$ cat src/rtl/chipper_ingress_sched.sv
// Ingress scheduler for the chipper deflection router: round-robin loads four
// direction streams onto one load bus, idle-fills stragglers, then advances the router.
module chipper_ingress_sched #(
    parameter int             DW        = 7,
    parameter int             MAX_WAIT  = 8,
    parameter logic [DW-1:0]  IDLE_FLIT = {DW{1'b0}}
) (
    input  logic              clk,
    input  logic              rst,
    input  logic [3:0]        req_valid,
    input  logic [4*DW-1:0]   req_data,
    output logic [3:0]        req_ready,
    input  logic              cachemiss,
    output logic [DW-1:0]     inc,
    output logic              nsig,
    output logic              ssig,
    output logic              esig,
    output logic              wsig,
    output logic              clksig,
    output logic              busy
);

    localparam int WW = $clog2(MAX_WAIT + 1);
    localparam logic [WW-1:0] WMAX = WW'(MAX_WAIT);

    typedef enum logic [1:0] {
        COLLECT = 2'd0,
        FILL    = 2'd1,
        FIRE    = 2'd2,
        SETTLE  = 2'd3
    } state_t;

    state_t        state_r, state_s;
    logic [3:0]    loaded_r, loaded_s;
    logic [1:0]    rr_r, rr_s;
    logic [WW-1:0] wcnt_r, wcnt_s;
    logic [DW-1:0] inc_r, inc_s;
    logic [3:0]    strb_r, strb_s;
    logic          clk_r, clk_s;

    logic [3:0]    eligible_s;
    logic [7:0]    dbl_s;
    logic [3:0]    rot_s;
    logic [1:0]    grant_idx_s;
    logic          grant_vld_s;
    logic [3:0]    grant_s;
    logic [1:0]    fill_idx_s;

    // Index of the lowest set bit; 0 when none is set (callers qualify with |v).
    function automatic logic [1:0] lowest_set(input logic [3:0] v);
        logic [1:0] idx;
        casez (v)
            4'b???1: idx = 2'd0;
            4'b??10: idx = 2'd1;
            4'b?100: idx = 2'd2;
            4'b1000: idx = 2'd3;
            default: idx = 2'd0;
        endcase
        return idx;
    endfunction

    // Round-robin grant: rotate the eligible set so rr lands at bit 0, pick lowest.
    always_comb begin
        eligible_s  = req_valid & ~loaded_r;
        dbl_s       = {eligible_s, eligible_s} >> rr_r;
        rot_s       = dbl_s[3:0];
        grant_idx_s = rr_r + lowest_set(rot_s);
        grant_s     = 4'b0000;
        grant_vld_s = 1'b0;
        // A saturated wait counter means this cycle hands over to idle filling.
        if ((state_r == COLLECT) && !cachemiss && !rst && (wcnt_r != WMAX) && (rot_s != 4'b0000)) begin
            grant_vld_s = 1'b1;
            grant_s     = 4'b0001 << grant_idx_s;
        end else begin
            grant_vld_s = 1'b0;
        end
    end

    assign fill_idx_s = lowest_set(~loaded_r);

    // Next-state and next-output logic for the epoch FSM.
    always_comb begin
        state_s  = state_r;
        loaded_s = loaded_r;
        rr_s     = rr_r;
        wcnt_s   = wcnt_r;
        inc_s    = inc_r;
        strb_s   = 4'b0000;
        clk_s    = 1'b0;
        case (state_r)
            COLLECT: begin
                if (cachemiss) begin
                    state_s = COLLECT;
                end else if (loaded_r == 4'b1111) begin
                    state_s = FIRE;
                    clk_s   = 1'b1;
                end else if ((loaded_r != 4'b0000) && (wcnt_r == WMAX)) begin
                    state_s = FILL;
                end else begin
                    if (grant_vld_s) begin
                        loaded_s = loaded_r | grant_s;
                        rr_s     = grant_idx_s + 2'd1;
                        inc_s    = req_data[int'(grant_idx_s)*DW +: DW];
                        strb_s   = grant_s;
                    end else begin
                        loaded_s = loaded_r;
                    end
                    if (loaded_r != 4'b0000) begin
                        wcnt_s = wcnt_r + WW'(1);
                    end else begin
                        wcnt_s = {WW{1'b0}};
                    end
                end
            end
            FILL: begin
                if (cachemiss) begin
                    state_s = FILL;
                end else if (loaded_r == 4'b1111) begin
                    state_s = FIRE;
                    clk_s   = 1'b1;
                end else begin
                    loaded_s = loaded_r | (4'b0001 << fill_idx_s);
                    inc_s    = IDLE_FLIT;
                    strb_s   = 4'b0001 << fill_idx_s;
                end
            end
            FIRE: begin
                if (cachemiss) begin
                    state_s = FIRE;
                end else begin
                    loaded_s = 4'b0000;
                    wcnt_s   = {WW{1'b0}};
                    state_s  = SETTLE;
                end
            end
            SETTLE: begin
                state_s = COLLECT;
            end
            default: begin
                state_s = COLLECT;
            end
        endcase
    end

    // State and registered outputs; reset abandons any epoch in flight.
    always_ff @(posedge clk) begin
        if (rst) begin
            state_r  <= COLLECT;
            loaded_r <= 4'b0000;
            rr_r     <= 2'd0;
            wcnt_r   <= {WW{1'b0}};
            inc_r    <= {DW{1'b0}};
            strb_r   <= 4'b0000;
            clk_r    <= 1'b0;
        end else begin
            state_r  <= state_s;
            loaded_r <= loaded_s;
            rr_r     <= rr_s;
            wcnt_r   <= wcnt_s;
            inc_r    <= inc_s;
            strb_r   <= strb_s;
            clk_r    <= clk_s;
        end
    end

    assign req_ready = grant_s;
    assign inc       = inc_r;
    assign nsig      = strb_r[0];
    assign ssig      = strb_r[1];
    assign esig      = strb_r[2];
    assign wsig      = strb_r[3];
    assign clksig    = clk_r;
    assign busy      = (state_r != COLLECT) || (loaded_r != 4'b0000);

endmodule

$ cat config.mk
export PLATFORM = sky130hd
export DESIGN_NAME = chipper_ingress_sched
export DESIGN_NICKNAME = d
export VERILOG_FILES = /design/src/rtl/chipper_ingress_sched.sv
export SDC_FILE = /design/constraint.sdc
export NUM_CORES = 1
export LEC_CHECK = 0
export BUFFER_PORTS_ARGS = -buffer_cell sky130_fd_sc_hd__buf_2
export CAP_MARGIN = 25
export CORE_MARGIN = 10
export CORE_UTILIZATION = 39
export DETAILED_ROUTE_END_ITERATION = 6
export GPL_TIMING_DRIVEN = 0
export PLACE_DENSITY = 0.61
export SETUP_SLACK_MARGIN = 0.4
export SLEW_MARGIN = 20
export SYNTH_ARGS = -nofsm -noshare
export SYNTH_HDL_FRONTEND = slang
export SYNTH_SLANG_ARGS = --single-unit
$ cat constraint.sdc
create_clock -name clk -period 4.3 [get_ports clk]
set_input_delay 0 -clock clk [delete_from_list [all_inputs] [get_ports clk]]
set_output_delay 0 -clock clk [all_outputs]
set_load 0.03 [all_outputs]
==> results <==
- The run finished with clean final reports.
- The average instance area after synthesis is approximately 9 um^2.
- The initial utilization of the core area, before any placement, comes to 0.408.
- The core region is roughly 3700 um^2.
- For the pin with the worst max-slew slack, the measured transition is about 0.6 ns.
- In this run, synthesis produced a sequential element count of 24.
- The number of max-cap violations is 0.
- Once the clock tree was built, the setup fixing pass inserted 0 buffers.
- The largest area contributor in the netlist is dfxtp_1.
- The first global-routing pass estimated slightly below 6 mm of wire.
- The reg-to-reg critical path startpoint is loaded_r[2].
- The clock drives 24 sinks.
- The tree is rooted in a clkbuf_8.
- The final number of hold-violating endpoints is 0.
- For flop-to-flop paths, the worst setup slack is between 1.5 and 2 ns.
- The clock slew at the register clock pins of the worst setup and hold paths is 0.08 ns.
- Summing over every cut layer, the via total after detailed routing is 1375.
- The synthesized netlist net count is between 200 and 250.
- The height of the die is just over 80 um.
- The count of port buffers added during placement is a little over 50.
- Setup violations remaining at the end of the flow were counted as 0.
- The average via count per standard cell is 5.00.
- The initial antenna violation count is 0.
- The total count of max-transition violations in the final report is 0.
- CTS built an H-tree with a depth of 1.
- Together, buffers and inverters on the worst path number 4.
- The clock network latency to the later pin of the worst-skew pair is between 0.2 and 0.3 ns.
- Of the cells placed in the final design, the portion with a size suffix greater than 1 is 0.361.
- By count the netlist is led by nand2_1 (29), dfxtp_1 (24), nor2_1 (13), a21oi_1 (10), inv_1 (9).
- The TritonCTS clock tree is done.
- The global placer's final weighted congestion is between 0.7 and 0.8.
- The setup path with the least slack is of type register to primary output.
- Following the worst setup path forward leads to its endpoint at req_ready[1].
- The count of antenna diodes in the layout is 0.
- After clock tree synthesis, the repair step resized 0 gates.
- The area of the die is 6750 um^2.
- In this run the deepest clock path goes through 2 buffers.
- In the post-synthesis netlist, the cell with the most instances is nand2_1.
- After synthesis, the cell types taking the most area are dfxtp_1 (32%), nand2_1 (7.2%), mux2_4 (7.0%).
- The number of standard cells after synthesis is 172.
- From left edge to right edge, the die measures 82.2 um.
- The dominant delay contributor by cell family on the critical path is compound AO/OA/AOI/OAI gates.
- The sequential cells in the finished layout cover a total of approximately 480 um^2.
- The area of the mapped netlist is 1510 um^2.
- The number of hold buffers added after CTS was 0.
- The maximum fanout encountered on the critical timing path is 10.
- For the worst flop-to-flop path, the logic depth is 12.
- The worst-case clock skew is roughly 0.0047 ns.
- The peak supply drop is between 150 and 200 uV.
- The via count of the first global-routing pass is approximately 1200.
- The tightest hold path in the finished design has a slack of 0.0184 ns.
- Including well taps, the total number of placed cells is between 200 and 300.
- The longest individual stage delay on the worst path is 0.46 ns.
- The capture point of the worst reg-to-reg path is inc[4].
- The finished layout holds about 280 standard cells, fillers aside.
- The share of Yosys cell area claimed by the top area cell type is 0.319.
- The element type at the critical path start is a register.
- The required time of the critical path is between 4 and 5 ns.
- After detailed routing, the average wire length per cell comes to around 14 um.
- The area growth from synthesis to layout is 24.0%.
- The worst path in the final design needs a cycle of slightly below 3 ns, including I/O delays and setup.
- The critical path endpoint category is a primary output.
- The number of stages on the worst setup path is 12.
- In the final layout, the multi-input gates occupy about 950 um^2.
- The number of synthesized flops with an enable pin is 0.
- Across every metal layer, demand over resource in global routing totals 0.110.
- The count of boundary I/O pins is 52.
- The share of the clock period used by the worst path after layout is 0.677.
- Global routing finished with a remaining overflow of 0.
- The standby leakage power is 0.000906 uW.
- The largest net degree at the start of global routing is 13.
- The number of CTS-inserted buffers is 3.
- Tracing the worst setup path back leads to its startpoint at loaded_r[2].
- The worst-case headroom to the max-slew limit is 0.598.
- The share of synthesized flip-flops with an asynchronous set or reset is 0.
- The proportion of synthesized chip area in sequential cells is 0.319.
- The total power after layout is around 730 uW.
- Setup repair after global routing left no endpoint under its margin.
- The area of all placed cells without fillers is 1870 um^2.
- The count of cell types in the netlist is between 40 and 50.
- Summed over all failing endpoints, the final setup total negative slack is 0 ns.
- The arrival time of data at the critical path endpoint is ~2.9 ns.
- The number of iterations in the first detailed-routing pass is 4.
- The count of nets after finishing is around 270.
- The final antenna-violating net count is 0.
- For this run, the number of Yosys warnings is 0.
- The number of cell rows is 22.
- The detailed placer's ending HPWL is about 3.1 mm.
- The routed design has about 3.8 mm of wire.
- For this run, design rule violations remaining after detail routing come to 0.
- Static timing analysis puts the maximum clock frequency at 0.344 GHz.
- The post-placement cell area is around 1800 um^2.
- The detailed router finished its first iteration with ~50 violations.
- The cell type of the slowest stage on the worst timing path is dfxtp_1.
- The worst hold path belongs to the class input pin to register.
- Walking the worst path, the cells encountered are and3b_1 > a21oi_1 > a31oi_1 > a21oi_1 > o32ai_1 > ha_1 > inv_1 > a211oi_4 > buf_6 > nand2_1 > inv_1 > buf_2.
- Counting the fill cells in the layout gives approximately 380.
- The total power per unit cell area is roughly 400 nW/um^2.
- The dominant register cell in the synthesized netlist is dfxtp_1.
==> cells by family (layout without fill, tap and decap cells) <==
group,Yosys count,count (layout),synth area share
multiplexers,15,15,0.123
flip-flops,24,24,0.319
buffers and inverters,15,70,0.0498
AO/OA/AOI/OAI,38,38,0.199
XOR/XNOR,5,5,0.0341
adder cells (fa/ha/maj),4,4,0.0324
AND/OR/NAND/NOR,71,71,0.243
==> flip-flops by register name, summed over array words and instances, names as in the netlist <==
signal and flops:
wcnt_r 4, strb_r 4, state_r 2, inc 7
rr_r 2, loaded_r 4, clksig 1
==> power by group <==
group          internal (uW)  switching, uW  total, uW
sequential               252           20.2        272
clock                   62.6           68.5        131
combinational            139            192        331
==> cells in the final DEF (no fill, tap or decap), types with 4 or more instances in the layout <==
master | synthesis | final
o211ai_2 | 7 | 7
nand2b_1 | 6 | 6
mux2_4 | 7 | 7
inv_1 | 9 | 9
dfxtp_1 | 24 | 24
nor2_1 | 13 | 13
o21ai_0 | 4 | 4
nand2_1 | 29 | 29
a21oi_1 | 10 | 10
buf_2 | 0 | 51
mux2i_1 | 8 | 8
==> how the worst min path moves through the flow <==
stage | startpoint | endpoint | slack [ns] | cells past startpoint
after global placement | req_data[17] | inc[3] | 0.30 | 3
after detailed placement | cachemiss | strb_r[1] | 0.29 | 2
after CTS | cachemiss | strb_r[1] | 0.02 | 2
after floorplan | cachemiss | strb_r[1] | 0.10 | 1
after global routing | cachemiss | strb_r[1] | 0.02 | 2
final | cachemiss | strb_r[1] | 0.02 | 2
==> stage by stage <==
step / worst slack, ns / utilization
2_1_floorplan: 1.87 / -
3_3_place_gp: 1.60 / 0.494
3_5_place_dp: 1.60 / 0.494
4_1_cts: 1.40 / 0.505
5_1_grt: 1.09 / 0.506
6_report: 1.39 / 0.506
==> final cells by class <==
type,instances,area share
Multi-Input combinational cell,133,0.509
Sequential cell,24,0.257
Timing Repair Buffer,52,0.139
Tap cell,48,0.0322
Clock buffer,3,0.0221
Buffer,6,0.0221
Inverter,9,0.0181
==> per-layer routing <==
metal / GRT usage / vias to the layer above / wire, um
met5: 0 / - / 0
met4: 0.0255 / 0 / 32
met3: 0.0389 / 4 / 277
met2: 0.166 / 35 / 1830
met1: 0.147 / 615 / 1670
li1: - / 721 / -
Note: power is estimated with default switching activity, not from simulation.
